$ cat src/rtl/csr_pkg.sv
// csr_pkg: shared CSR addresses, encodings and mstatus layout for csr_unit.
package csr_pkg;
  localparam logic [11:0] CSR_MSTATUS  = 12'h300;
  localparam logic [11:0] CSR_MTVEC    = 12'h305;
  localparam logic [11:0] CSR_MSCRATCH = 12'h340;
  localparam logic [11:0] CSR_MEPC     = 12'h341;
  localparam logic [11:0] CSR_MCAUSE   = 12'h342;
  localparam logic [11:0] CSR_MCYCLE   = 12'hB00;
  localparam logic [11:0] CSR_MCYCLEH  = 12'hB80;
  localparam logic [11:0] CSR_MHARTID  = 12'hF14;
  localparam logic [11:0] CSR_SSTATUS  = 12'h100;
  localparam logic [11:0] CSR_STVEC    = 12'h105;
  localparam logic [11:0] CSR_SSCRATCH = 12'h140;
  localparam logic [11:0] CSR_SEPC     = 12'h141;
  localparam logic [11:0] CSR_SCAUSE   = 12'h142;
  localparam int CYCLE_W = 64;
  localparam logic [31:0] CAUSE_ILLEGAL = 32'd2;
  localparam int MS_SIE  = 1;
  localparam int MS_MIE  = 3;
  localparam int MS_SPIE = 5;
  localparam int MS_MPIE = 7;
  localparam int MS_SPP  = 8;
  localparam int MS_MPP  = 11;
  typedef enum logic [1:0] {OP_NONE = 2'b00, OP_RW = 2'b01, OP_RS = 2'b10, OP_NONE3 = 2'b11} csr_op_e;
  typedef enum logic [1:0] {RET_NONE = 2'b00, RET_MRET = 2'b01, RET_SRET = 2'b10, RET_NONE3 = 2'b11} priv_ret_e;
  typedef enum logic [1:0] {PRIV_U = 2'b00, PRIV_S = 2'b01, PRIV_R = 2'b10, PRIV_M = 2'b11} priv_e;
  function automatic logic [31:0] status_word(input logic mie, input logic mpie, input logic [1:0] mpp,
                                              input logic sie, input logic spie, input logic spp);
    logic [31:0] w;
    w = '0;
    w[MS_MIE] = mie;
    w[MS_MPIE] = mpie;
    w[MS_MPP+:2] = mpp;
    w[MS_SIE] = sie;
    w[MS_SPIE] = spie;
    w[MS_SPP] = spp;
    return w;
  endfunction
endpackage

$ cat src/rtl/csr_unit_cycle_counter.sv
// csr_cycle_counter: 64-bit mcycle; a write to either half loads it and skips that cycle's increment.
module csr_cycle_counter
  import csr_pkg::*;
(
  input  logic               clk,
  input  logic               rstn,
  input  logic               lo_we_i,
  input  logic               hi_we_i,
  input  logic [31:0]        wdata_i,
  output logic [CYCLE_W-1:0] cycle_o
);
  logic [CYCLE_W-1:0] cnt_q, cnt_d;
  always_comb cnt_d = lo_we_i ? {cnt_q[63:32], wdata_i} : hi_we_i ? {wdata_i, cnt_q[31:0]} : cnt_q + 64'd1;
  always_ff @(posedge clk)
    if (!rstn) cnt_q <= '0;
    else cnt_q <= cnt_d;
  assign cycle_o = cnt_q;
endmodule

$ cat src/rtl/csr_unit.sv
// csr_unit: CSR file, privilege tracking, trap/mret/sret with registered fetch redirect.
// S-mode CSRs, sret and S privilege exist only when CSR_SMODE_EN is defined.
module csr_unit
  import csr_pkg::*;
#(
  parameter logic [31:0] MTVEC_RST = 32'h0000_0100,
  parameter logic [31:0] HART_ID   = 32'd0
) (
  input  logic        clk,
  input  logic        rstn,
  input  logic        valid,
  input  logic [1:0]  csr_op,
  input  logic [11:0] csr_addr,
  input  logic [31:0] csr_wdata,
  input  logic [1:0]  priv_ret,
  input  logic [31:0] csr_pc,
  input  logic        trap_req,
  input  logic [31:0] trap_cause,
  output logic [31:0] csr_rdata,
  output logic        csr_illegal,
  output logic [1:0]  priv_mode,
  output logic        redirect,
  output logic [31:0] redirect_pc
);
`ifdef CSR_SMODE_EN
  localparam bit SMODE = 1'b1;
`else
  localparam bit SMODE = 1'b0;
`endif
  logic [1:0]  priv_q, priv_d, mpp_q, mpp_d;
  logic        mie_q, mie_d, mpie_q, mpie_d, sie_q, sie_d, spie_q, spie_d, spp_q, spp_d;
  logic [31:0] mtvec_q, mtvec_d, mscratch_q, mscratch_d, mepc_q, mepc_d, mcause_q, mcause_d;
  logic [31:0] stvec_q, stvec_d, sscratch_q, sscratch_d, sepc_q, sepc_d, scause_q, scause_d;
  logic        redirect_q, redirect_d;
  logic [31:0] redirect_pc_q, redirect_pc_d;
  logic [63:0] mcycle;
  logic        cyc_lo_we, cyc_hi_we;
  logic [31:0] mstatus_rd, sstatus_rd, old_val, new_val;
  logic        hit, is_acc, is_wr, acc_ill, ret_ill, take_trap, do_mret, do_sret, do_wr, mpp_ok;

  csr_cycle_counter u_cycle (
    .clk     (clk),
    .rstn    (rstn),
    .lo_we_i (cyc_lo_we),
    .hi_we_i (cyc_hi_we),
    .wdata_i (new_val),
    .cycle_o (mcycle)
  );

  assign mstatus_rd = status_word(mie_q, mpie_q, mpp_q, sie_q, spie_q, spp_q);
  assign sstatus_rd = status_word(1'b0, 1'b0, 2'b00, sie_q, spie_q, spp_q);

  always_comb begin
    hit = 1'b1;
    old_val = '0;
    case (csr_addr)
      CSR_MSTATUS:  old_val = mstatus_rd;
      CSR_MTVEC:    old_val = mtvec_q;
      CSR_MSCRATCH: old_val = mscratch_q;
      CSR_MEPC:     old_val = mepc_q;
      CSR_MCAUSE:   old_val = mcause_q;
      CSR_MCYCLE:   old_val = mcycle[31:0];
      CSR_MCYCLEH:  old_val = mcycle[63:32];
      CSR_MHARTID:  old_val = HART_ID;
      CSR_SSTATUS:  begin hit = SMODE; old_val = sstatus_rd; end
      CSR_STVEC:    begin hit = SMODE; old_val = stvec_q; end
      CSR_SSCRATCH: begin hit = SMODE; old_val = sscratch_q; end
      CSR_SEPC:     begin hit = SMODE; old_val = sepc_q; end
      CSR_SCAUSE:   begin hit = SMODE; old_val = scause_q; end
      default:      hit = 1'b0;
    endcase
  end

  // csrrs with a zero mask is a pure read, so it may target read-only CSRs.
  assign is_acc = (csr_op == OP_RW) || (csr_op == OP_RS);
  assign is_wr = (csr_op == OP_RW) || ((csr_op == OP_RS) && (csr_wdata != '0));
  assign acc_ill = is_acc && (!hit || (priv_q < csr_addr[9:8]) || (is_wr && csr_addr[11:10] == 2'b11));
  assign ret_ill = ((priv_ret == RET_MRET) && (priv_q != PRIV_M)) ||
                   ((priv_ret == RET_SRET) && (!SMODE || (priv_q == PRIV_U)));
  assign csr_illegal = acc_ill || ret_ill;
  assign csr_rdata = csr_illegal ? '0 : old_val;
  assign new_val = (csr_op == OP_RW) ? csr_wdata : (old_val | csr_wdata);
  assign mpp_ok = (new_val[MS_MPP+:2] == PRIV_M) || (new_val[MS_MPP+:2] == PRIV_U) ||
                  (SMODE && new_val[MS_MPP+:2] == PRIV_S);

  assign take_trap = valid && (trap_req || csr_illegal);
  assign do_mret = valid && !take_trap && (priv_ret == RET_MRET);
  assign do_sret = valid && !take_trap && (priv_ret == RET_SRET);
  assign do_wr = valid && !take_trap && !do_mret && !do_sret && is_wr;

  always_comb begin
    priv_d = priv_q;
    mpp_d = mpp_q;
    mie_d = mie_q;
    mpie_d = mpie_q;
    sie_d = sie_q;
    spie_d = spie_q;
    spp_d = spp_q;
    mtvec_d = mtvec_q;
    mscratch_d = mscratch_q;
    mepc_d = mepc_q;
    mcause_d = mcause_q;
    stvec_d = stvec_q;
    sscratch_d = sscratch_q;
    sepc_d = sepc_q;
    scause_d = scause_q;
    redirect_d = 1'b0;
    redirect_pc_d = redirect_pc_q;
    cyc_lo_we = 1'b0;
    cyc_hi_we = 1'b0;
    if (take_trap) begin
      mepc_d = csr_pc;
      mcause_d = trap_req ? trap_cause : CAUSE_ILLEGAL;
      mpie_d = mie_q;
      mie_d = 1'b0;
      mpp_d = priv_q;
      priv_d = PRIV_M;
      redirect_d = 1'b1;
      redirect_pc_d = {mtvec_q[31:2], 2'b00};
    end else if (do_mret) begin
      priv_d = mpp_q;
      mie_d = mpie_q;
      mpie_d = 1'b1;
      mpp_d = PRIV_U;
      redirect_d = 1'b1;
      redirect_pc_d = mepc_q;
    end else if (do_sret) begin
      priv_d = spp_q ? PRIV_S : PRIV_U;
      sie_d = spie_q;
      spie_d = 1'b1;
      spp_d = 1'b0;
      redirect_d = 1'b1;
      redirect_pc_d = sepc_q;
    end else if (do_wr) begin
      case (csr_addr)
        CSR_MSTATUS: begin
          mie_d = new_val[MS_MIE];
          mpie_d = new_val[MS_MPIE];
          mpp_d = mpp_ok ? new_val[MS_MPP+:2] : mpp_q;
          sie_d = SMODE ? new_val[MS_SIE] : sie_q;
          spie_d = SMODE ? new_val[MS_SPIE] : spie_q;
          spp_d = SMODE ? new_val[MS_SPP] : spp_q;
        end
        CSR_SSTATUS: begin
          sie_d = new_val[MS_SIE];
          spie_d = new_val[MS_SPIE];
          spp_d = new_val[MS_SPP];
        end
        CSR_MTVEC:    mtvec_d = {new_val[31:2], 2'b00};
        CSR_MSCRATCH: mscratch_d = new_val;
        CSR_MEPC:     mepc_d = {new_val[31:2], 2'b00};
        CSR_MCAUSE:   mcause_d = new_val;
        CSR_MCYCLE:   cyc_lo_we = 1'b1;
        CSR_MCYCLEH:  cyc_hi_we = 1'b1;
        CSR_STVEC:    stvec_d = {new_val[31:2], 2'b00};
        CSR_SSCRATCH: sscratch_d = new_val;
        CSR_SEPC:     sepc_d = {new_val[31:2], 2'b00};
        CSR_SCAUSE:   scause_d = new_val;
        default:      ;
      endcase
    end
  end

  always_ff @(posedge clk) begin
    if (!rstn) begin
      priv_q <= PRIV_M;
      mpp_q <= 2'b00;
      mie_q <= 1'b0;
      mpie_q <= 1'b0;
      sie_q <= 1'b0;
      spie_q <= 1'b0;
      spp_q <= 1'b0;
      mtvec_q <= MTVEC_RST;
      mscratch_q <= '0;
      mepc_q <= '0;
      mcause_q <= '0;
      stvec_q <= '0;
      sscratch_q <= '0;
      sepc_q <= '0;
      scause_q <= '0;
      redirect_q <= 1'b0;
      redirect_pc_q <= '0;
    end else begin
      priv_q <= priv_d;
      mpp_q <= mpp_d;
      mie_q <= mie_d;
      mpie_q <= mpie_d;
      sie_q <= sie_d;
      spie_q <= spie_d;
      spp_q <= spp_d;
      mtvec_q <= mtvec_d;
      mscratch_q <= mscratch_d;
      mepc_q <= mepc_d;
      mcause_q <= mcause_d;
      stvec_q <= stvec_d;
      sscratch_q <= sscratch_d;
      sepc_q <= sepc_d;
      scause_q <= scause_d;
      redirect_q <= redirect_d;
      redirect_pc_q <= redirect_pc_d;
    end
  end

  assign priv_mode = priv_q;
  assign redirect = redirect_q;
  assign redirect_pc = redirect_pc_q;
endmodule

$ cat config.mk
export PLATFORM = sky130hd
export DESIGN_NAME = csr_unit
export DESIGN_NICKNAME = d
export VERILOG_FILES = /design/src/rtl/csr_pkg.sv /design/src/rtl/csr_unit_cycle_counter.sv /design/src/rtl/csr_unit.sv
export SDC_FILE = /design/constraint.sdc
export NUM_CORES = 1
export LEC_CHECK = 0
export ABC_AREA = 1
export CORE_MARGIN = 2
export CORE_UTILIZATION = 40
export DETAILED_ROUTE_END_ITERATION = 7
export MAX_ROUTING_LAYER = met4
export SETUP_SLACK_MARGIN = 0.3
export SLEW_MARGIN = 40
export SYNTH_ARGS = -nofsm -noshare
export SYNTH_HDL_FRONTEND = slang
export SYNTH_SLANG_ARGS = --single-unit
$ cat constraint.sdc
create_clock -name clk -period 3.41 [get_ports clk]
set_clock_uncertainty 0.15 [all_clocks]
set_input_delay 0.682 -clock clk [delete_from_list [all_inputs] [get_ports clk]]
set_output_delay 0.682 -clock clk [all_outputs]
set_load 0.02 [all_outputs]
# Word-level counts from Yosys, hierarchy flattened
# Cells that the tools add are included.
# W data, S select, Z words.
[totals]
reg_bits = 356
inputBits = 116
out_inout_bits = 68
[classes]
addsub = 1
order_cmp = 1
n_eq_ne = 25
n_mux = 60
bitwise_logic = 5
n_reduce_logical = 51
[op_table]
columns = ["op", "n"]
rows = [
  ["$mux W32", 17],
  ["$pmux W32 S12", 1],
  ["$add A64 B1 Y64 const B", 1],
  ["$mux W64", 1],
  ["$eq A12 B10 Y1 const B", 5],
  ["$eq A12 B9 Y1 const B", 5],
  ["$eq A12 B12 Y1 const B", 3],
  ["$mux W1", 33],
  ["$or A32 B32 Y32", 1],
  ["$reduce_bool A32 Y1", 1],
  ["$reduce_and A5 Y1", 6],
  ["$mux W2", 8],
  ["$reduce_and A4 Y1", 4],
  ["$reduce_bool A2 Y1", 8],
  ["$reduce_bool A3 Y1", 4],
  ["$logic_and A1 B1 Y1", 11],
  ["$eq A2 B2 Y1 const B", 4],
  ["$logic_or A1 B1 Y1", 8],
  ["$ne A2 B2 Y1 const B", 4],
  ["$reduce_or A8 Y1", 1],
  ["$reduce_and A3 Y1", 2],
  ["$eq A2 B1 Y1 const B", 2],
  ["$logic_not A1 Y1", 4],
  ["$not A1 Y1", 4],
  ["5 further kinds", 5],
]

# Logic depth before layout (Yosys ltp)
# Gate-level depths: netlist of the first run.
[depth]
ltp_word = 23
depth_mapped = 19
mapped_depth_nobuf = 19

# By module
# From an unflattened synthesis of the first run, not the netlist that was laid out.
[unflattened]
hier_cells = 3050
hier_area_um2 = 19256.0
[modules_own_cells]
columns = ["mod", "instances", "cells_per_inst", "area_each_um2"]
rows = [
  ["csr_unit", 1, 2184, 14458.9],
  ["csr_cycle_counter", 1, 866, 4797.1],
]

# Worst setup path after synthesis of the first run
# No wires, ideal clock.
[synth_timing]
kind = "input port to output port"
from = "in csr_addr[1]"
to = "out csr_rdata[24]"
t_arrival_ns = 2.381
required_ns = 2.578
slack_ns = 0.197
cell_stages = 12
path_buffers = 1
path_cell_list = "nor2_1 nand2_1 nor2_2 nand2_1 nand2_1 nor2_1 a21oi_1 nand2_1 nand2_1 nand2_1 clkbuf_1 a31oi_1"
[synth_via]
elab_chain_len = 9
word_cells_on_any_way = 22
classes_between = "13 x eq/ne; 3 x mux; 6 x reduce/logical"
[synth_lines]
columns = ["item", "line", "text"]
rows = [
  ["start, declared", "csr_unit.sv:13", "input logic [11:0] csr_addr,"],
  ["$eq A12 B12 Y1 or $eq A12 B10 Y1 (tied branches)", "csr_unit.sv:56", "case (csr_addr)"],
  ["$reduce_or A8 Y1 (no source line) (*)", "--", ""],
  ["$mux W1 (*)", "csr_unit.sv:56", ""],
  ["$logic_not A1 Y1 (*)", "csr_unit.sv:77", "assign acc_ill = is_acc && (!hit || (priv_q < csr_addr[9:8]) || (is_wr && csr_addr[11:10] == 2'b11));"],
  ["$logic_or A1 B1 Y1 (*) (2 in series)", "csr_unit.sv:77", ""],
  ["$logic_and A1 B1 Y1 (*)", "csr_unit.sv:77", ""],
  ["$logic_or A1 B1 Y1 (*)", "csr_unit.sv:80", "assign csr_illegal = acc_ill || ret_ill;"],
  ["via csr_illegal", "csr_unit.sv:20", "output logic csr_illegal,"],
  ["$mux W32 (*)", "csr_unit.sv:81", "assign csr_rdata = csr_illegal ? '0 : old_val;"],
  ["end, declared", "csr_unit.sv:19", "output logic [31:0] csr_rdata,"],
]
# Mark *: on every way through the listed nets, which the timed path passes. The rest lies on a longest branch.

# Worst setup path in the final report of the first run
[layout_timing]
from = "in csr_wdata[31]"
to = "reg scause_q[3]"
[layout_via]
elab_chain_len = 17
word_cells_on_any_way = 22
classes_between = "3 x bitwise; 19 x reduce/logical"
[layout_lines]
columns = ["item", "line", "text"]
rows = [
  ["start, declared", "csr_unit.sv:14", "input logic [31:0] csr_wdata,"],
  ["$reduce_bool A32 Y1 (*)", "csr_unit.sv:76", "assign is_wr = (csr_op == OP_RW) || ((csr_op == OP_RS) && (csr_wdata != '0));"],
  ["$logic_and A1 B1 Y1 (*)", "csr_unit.sv:76", ""],
  ["$logic_or A1 B1 Y1 (*)", "csr_unit.sv:76", ""],
  ["$logic_and A1 B1 Y1", "csr_unit.sv:77", ""],
  ["$logic_or A1 B1 Y1", "csr_unit.sv:77", ""],
  ["$logic_and A1 B1 Y1", "csr_unit.sv:77", ""],
  ["$logic_or A1 B1 Y1", "csr_unit.sv:80", ""],
  ["$logic_or A1 B1 Y1", "csr_unit.sv:86", "assign take_trap = valid && (trap_req || csr_illegal);"],
  ["$logic_and A1 B1 Y1", "csr_unit.sv:86", ""],
  ["$logic_not A1 Y1", "csr_unit.sv:87, csr_unit.sv:88, csr_unit.sv:89", ""],
  ["$logic_and A1 B1 Y1", "csr_unit.sv:87, csr_unit.sv:88, csr_unit.sv:89", ""],
  ["$logic_and A1 B1 Y1", "csr_unit.sv:87", "assign do_mret = valid && !take_trap && (priv_ret == RET_MRET);"],
  ["$logic_not A1 Y1", "csr_unit.sv:89", "assign do_wr = valid && !take_trap && !do_mret && !do_sret && is_wr;"],
  ["$logic_and A1 B1 Y1 (3 in series)", "csr_unit.sv:89", ""],
  ["$reduce_and A5 Y1 (no source line) (*)", "--", ""],
  ["end signal, assigned", "csr_unit.sv:198", "scause_q <= scause_d;"],
  ["end, declared", "csr_unit.sv:33", "logic [31:0] stvec_q, stvec_d, sscratch_q, sscratch_d, sepc_q, sepc_d, scause_q, scause_d;"],
]
# Every way passes the cells marked *; elsewhere a longest branch is shown, timed or not.
# A chain may end at the register's enable or synchronous reset.

==> reports/metrics.cfg, run 1 <==
[status]
violations = setup timing
status = finished with violations

[clocking]
cts_hold_buffers = 0
clk_path_buf_depth = 3
clkLatencyLatePin_ns = 0.59
htree_levels = 2
cts_root_buffer = clkbuf_16
cts_inserted_buffers = 43
clk_pin_slew_ns = 0.06
cts_tree = done
numClockSinks = 356

[logic_synthesis]
yosys_most_used_dff = dfxtp_1
netlist_top_cells_area = dfxtp_1 (37%), nand2_1 (13%), o21ai_0 (8.1%), nor2_1 (8.1%), inv_1 (7.3%)
yosys.cell_types.count = 50
synth_seq_area_share_pct = 36.7
syn_area_sq_um = 19400
avgSynthCellArea_sq_um = 6.33
synth_cells = 3069
synth_nets = 3189
yosys_warnings = 0
ys_ff_latch = 356
synth_top_area_cell = dfxtp_1
synth_edf_count = 0
synth_top_area_share_pct = 36.7
async_reset_ff_share_pct = 0

[drt]
vias_per_cell = 5.87
post_drt_wl_per_cell_microns = 25.3
wl_microns = 111000
vias = 25600
drtIter0Drc = 3008
first_pass_iters = 6
drc = 0
antenna_left = 0

[finish]
layoutNonFillerInstCount = 4366
design_area_sq_um = 32000
drive_above_1_share_pct = 32.9
syn2layout_area_growth_pct = 64.7
final_common_cell = nand2_1
fillers = 4128
layout.nets = 3833
layout_common_cells = nand2_1 (538), nor2_1 (368), buf_4 (357)

[sta]
finalCriticalPeriod_ns = 3.53
relSlewSlack_pct = 44.3
whs_ns = 0.300
fmax_ghz = 0.283
rsz0062_at_grt = yes
setup_viol = 105
slew_viol_final = 0
finalCritPeriodShare_pct = 103
worst_slack_ns = -0.119
worst_pin_slew_ns = 0.835
hold_violations = 0

[floorplanning]
start_util_pct = 40.6
die_w_microns = 224
core_region_area_sq_um = 47800
die_h_microns = 224
num_rows = 80
ios = 184
die_area_sq_um = 50400

[power]
ir_worst_vdd_uv = 329
power_mw = 10.5
power_density_nw_per_um2 = 328
power_leakage_nw = 14.0

[place]
dpl.cell_count = 4100
place_ws_ns = -1.11
io_buffers = 183
dp_hpwl_microns = 73900
post_dp_cell_area_sq_um = 25000
gp_congestion = 1.02

[worst_setup_path]
required_ns = 3.73
cp_slowest_cell = o21ai_0
cp_max_fo = 13
arrival_ns = 3.85
critPathCaptureType = flip-flop
critPathMostFrequentCell = buf_6
max_stage_delay_ns = 0.21
worstSetupPathType = in2reg
ff2ff_path_depth = 15
startpoint_type = input pin

[grt]
grt_overflow = 0
grt_max_degree = 87
antenna_found_initial = 3
grt_usage_pct = 41.7
grt_pass1_vias = 23000
grt_first_pass_wirelength_microns = 151000

[hold_path]
holdCritPathClass = reg2reg
hold_path_depth = 2

[job]
drv_cap = 0

-- cell type report --
| cell class | count | area, sq um | area share (%) |
|---|---|---|---|
| inverters | 391 | 1530 | 4.79 |
| well taps | 615 | 769 | 2.40 |
| repair inverters | 1 | 16.3 | 0.0508 |
| multi-input cells | 2150 | 12500 | 39.2 |
| clock buffers | 60 | 1270 | 3.97 |
| diodes | 6 | 15.0 | 0.0469 |
| clock inverters | 17 | 196 | 0.613 |
| repair buffers | 770 | 8550 | 26.7 |
| flip-flops and latches | 356 | 7130 | 22.3 |
-- timing repair --
item	CTS	global route
resized for setup	717	597
cloned	27	28
setup buffers	77	51
pin swaps	121	199
setup endpoints to repair	301	354
-- stage by stage --
stage / util (%) / setup TNS [ns]
finish: 66.9 / -4.16
global route: 66.9 / -11.75
CTS: 60.9 / -1.02
detailed placement: 52.2 / -138.37
global placement: 52.2 / -152.88
floorplan: - / 0
-- per-layer routing --
layer | part of all wire, % | global-route usage [%]
met3 | 12 | 10.6
met5 | 0 | -
met1 | 40 | 55.4
met4 | 6.3 | 18.3
met2 | 42 | 59.7
-- state kept, by name, indices dropped and copies added (netlist names), 2 cells and up --
signal and cells:
u_cycle.cycle_o 64, mcause_q 32, mepc_q 32, mscratch_q 32, redirect_pc 32, scause_q 32, sscratch_q 32, mtvec_q 30
sepc_q 30, stvec_q 30, mpp_q 2, priv_mode 2
-- final timing paths --
check                                                     start                               end  slack, ns
worst max register to register  u_cycle.cycle_o[1]$_SDFFE_PN0P_  u_cycle.cycle_o[54]$_SDFFE_PN0N_       0.06
worst min-delay path                    sepc_q[23]$_SDFFE_PN0P_           sepc_q[23]$_SDFFE_PN0P_       0.30
worst min register to register          sepc_q[23]$_SDFFE_PN0P_           sepc_q[23]$_SDFFE_PN0P_       0.30
worst max-delay path                              csr_wdata[31]          scause_q[3]$_SDFFE_PN0P_      -0.12
-- cell usage after synthesis (4+ instances only) --
cell and instances:
a2111oi_0 13, a211oi_1 10, a21o_1 18, a21oi_1 228, a22o_1 6, a22oi_1 22, a31oi_1 29, a41oi_1 4
buf_1 12, buf_2 57, clkbuf_1 101, dfxtp_1 356, ha_1 4, inv_1 376, inv_2 12, nand2_1 674
nand3_1 145, nand4_1 18, nor2_1 421, nor3_1 53, nor3b_1 4, nor4_1 14, o21ai_0 316, o21ai_1 17
o22ai_1 71, o2bb2ai_1 4, xor2_1 45
-- kinds of logic after synthesis --
family	Yosys count	share of synthesized area [%]
adders and majority gates	4	0.257
and+or+nand+nor	1350	28.4
AOI/OAI and AO/OA	748	21.2
xor gates and xnor gates	48	2.16
buffers and inverters	563	11.3
DFF	356	36.7
-- worst max-delay path: cells and delay by family --
family | cells | cell delay, ns
buf+inv | 17 | 1.95
simple gates | 9 | 0.76
compound gates | 3 | 0.42
-- report_power, final --
group	internal, mW	switching [mW]
clock	2.83	1.99
combinational	0.598	0.765
sequential	4.23	0.0789
Note: power is estimated with default switching activity, not from simulation.
==> run 2, diff against run 1 <==
- CTS_BUF_LIST: unset -> sky130_fd_sc_hd__clkbuf_8
- DONT_BUFFER_PORTS: unset -> 1
==> run 2 against run 1 <==
The run now ends clean. Die area unchanged. Via count decreased by 11%. Core utilization decreased by 14 points. Non-clock buffer count decreased by 439. Combinational power decreased by 40%. Sequential share of layout area increased by 5.9 points. Sequential power about the same. Clock power decreased by 11%. Flip-flop and latch count unchanged. Critical path type is now in2out. Largest power group is now sequential cells.
==> reports/metrics.cfg, run 2 (synthesis results as in run 1) <==
[status]
status = finished clean

[floorplanning]
start_util_pct = 40.6  ; unchanged
die_area_sq_um = 50400  ; unchanged
num_rows = 80  ; unchanged
core_region_area_sq_um = 47800  ; unchanged
die_w_microns = 224  ; unchanged
ios = 184  ; unchanged
die_h_microns = 224  ; unchanged

[place]
io_buffers = 0  ; -100%
dp_hpwl_microns = 70000  ; -5.2%
gp_congestion = 1.05  ; +3.0%
post_dp_cell_area_sq_um = 22200  ; -11%
dpl.cell_count = 3813  ; -7.0%

[finish]
syn2layout_area_growth_pct = 30.2
design_area_sq_um = 25300  ; -21%
layout_common_cells = nand2_1 (634), inv_1 (386), nor2_1 (385)
layout.nets = 3418  ; -11%
final_common_cell = nand2_1
drive_above_1_share_pct = 18.5  ; -14 points
layoutNonFillerInstCount = 3960  ; -9.3%
final_core_util_pct = 52.9  ; -14 points
seq_area_sq_um = 7130  ; +0.11%
multiInputGateArea_sq_um = 11200  ; -11%
largest_reg_flops = 64  ; unchanged
fillers = 4860  ; +18%

[drt]
first_pass_iters = 6  ; unchanged
antenna_left = 0  ; unchanged
post_drt_wl_per_cell_microns = 23.9  ; -5.6%
vias = 22700  ; -11%
drtIter0Drc = 2841  ; -5.6%
vias_per_cell = 5.74  ; -2.2%
drc = 0  ; unchanged
wl_microns = 94800  ; -14%

[clocking]
cts_inserted_buffers = 68  ; +58%
cts_tree = done
cts_root_buffer = clkbuf_8
clkLatencyLatePin_ns = 0.68  ; +0.09 ns
clk_pin_slew_ns = 0.06  ; about the same
htree_levels = 3  ; +1
numClockSinks = 356  ; unchanged
clk_path_buf_depth = 3  ; unchanged

[worst_setup_path]
startpoint_type = input pin
r2r_setup_slack_ns = 0.44  ; +0.38 ns
r2r_start = u_cycle.cycle_o[0]$_SDFFE_PN0P_
cp_max_fo = 6  ; -7
worstSetupPathType = in2out
worstReg2RegEnd = u_cycle.cycle_o[63]$_SDFFE_PN0N_
arrival_ns = 2.47  ; -1.38 ns
required_ns = 2.58  ; -1.15 ns
ff2ff_path_depth = 14  ; -1
critPathCaptureType = output port

[sta]
hold_violations = 0  ; unchanged
rsz0062_at_grt = yes
setup_viol = 0  ; -100%
relSlewSlack_pct = 56.7  ; +12 points
finalCritPeriodShare_pct = 96.9  ; -6.6 points
worst_pin_slew_ns = 0.645  ; -0.190 ns
finalCriticalPeriod_ns = 3.30  ; -0.225 ns
slew_viol_final = 0  ; unchanged
fmax_ghz = 0.303  ; +6.8%

[grt]
antenna_found_initial = 4  ; +1
grt_usage_pct = 37.4  ; -4.3 points
grt_overflow = 0  ; unchanged
grt_pass1_vias = 20800  ; -9.9%
grt_max_degree = 263  ; +200%
grt_first_pass_wirelength_microns = 136000  ; -10%

[power]
power_mw = 9.40  ; -10%
power_density_nw_per_um2 = 371  ; +13%
power_leakage_nw = 10.6  ; -24%
ir_worst_vdd_uv = 249  ; -24%

[hold_path]
holdCritPathClass = in2reg
hold_start = rstn
hold_path_depth = 2  ; unchanged
whs_endpoint = mscratch_q[19]$_SDFFE_PN0P_

[job]
drv_cap = 0  ; unchanged

run 2: changes by cell type in the layout (fill, tap and decap cells not counted), sizes merged, moves of 2 or more:
cell	previous run	this run
clkbuf	97	85
clkinvlp	5	1
diode	6	1
dlygate4sd2	4	0
clkdlybuf4s50	103	0
dlygate4sd3	0	4
bufinv	3	1
inv	387	408
buf	625	323
run 2: critical path: stages:
cell and delay, ns:
nor2_4 0.15, nand2_2 0.10, nor2_4 0.13, buf_6 0.12, nand2_4 0.05, nand2_4 0.07, nor2_4 0.04, a21oi_2 0.16
nand2_2 0.07, nand2_2 0.09, nand2_4 0.12, buf_12 0.18, buf_12 0.15, a41oi_2 0.16, buf_4 0.17
run 2: routing by layer:
layer	vias up	GRT usage [%]	wire length, microns
li1	10500	-	-
met4	0	11.9	3070
met1	10700	53.9	41600
met2	1345	52.6	39200
met3	191	6.87	10900
met5	-	-	0
run 2: per-stage QoR:
stage | worst slack (ns) | hold slack [ns] | TNS, ns
2_1_floorplan | 0.205 | 0.275 | 0
3_3_place_gp | -0.327 | 0.282 | -1.92
3_5_place_dp | -0.284 | 0.289 | -1.36
4_1_cts | 0.169 | 0.00609 | 0
5_1_grt | 0.0659 | 0.00423 | 0
6_report | 0.107 | 0.0186 | 0
run 2: how the worst max path moves through the flow:
| stage | start | to | slack, ns |
|---|---|---|---|
| floorplan | csr_addr[1] | csr_rdata[10] | 0.21 |
| global placement | csr_addr[11] | csr_rdata[16] | -0.33 |
| detailed placement | csr_addr[11] | csr_rdata[16] | -0.28 |
| CTS | priv_mode[1]$_SDFFE_PP1P_ | csr_rdata[20] | 0.17 |
| global route | csr_addr[4] | csr_rdata[20] | 0.07 |
| finish | csr_addr[4] | csr_rdata[20] | 0.11 |
run 2: final cells by class:
cell class | count | area share, %
Antenna cell | 1 | 0.00988
Clock buffer | 82 | 4.46
Clock inverter | 34 | 0.731
Inverter | 391 | 6.06
Multi-Input combinational cell | 2150 | 44.2
Sequential cell | 356 | 28.2
Tap cell | 615 | 3.04
Timing Repair Buffer | 331 | 13.3
run 2: power breakdown:
part	switching (mW)	total, mW	internal [mW]
logic	0.524	0.820	0.296
clock network	2.02	4.28	2.25
registers	0.0685	4.30	4.23
total	2.62	9.40	6.78
run 2: repair_timing:
| item | 4_1_cts | 5_1_grt |
|---|---|---|
| buffers inserted | 13 | 7 |
| endpoints found under the hold margin | 30 | 1 |
| cloned | 2 | 3 |
| endpoints found under the setup margin | 33 | 46 |
| gates resized for setup | 169 | 167 |
| hold buffers | 4 | 1 |
| pin swaps | 29 | 34 |
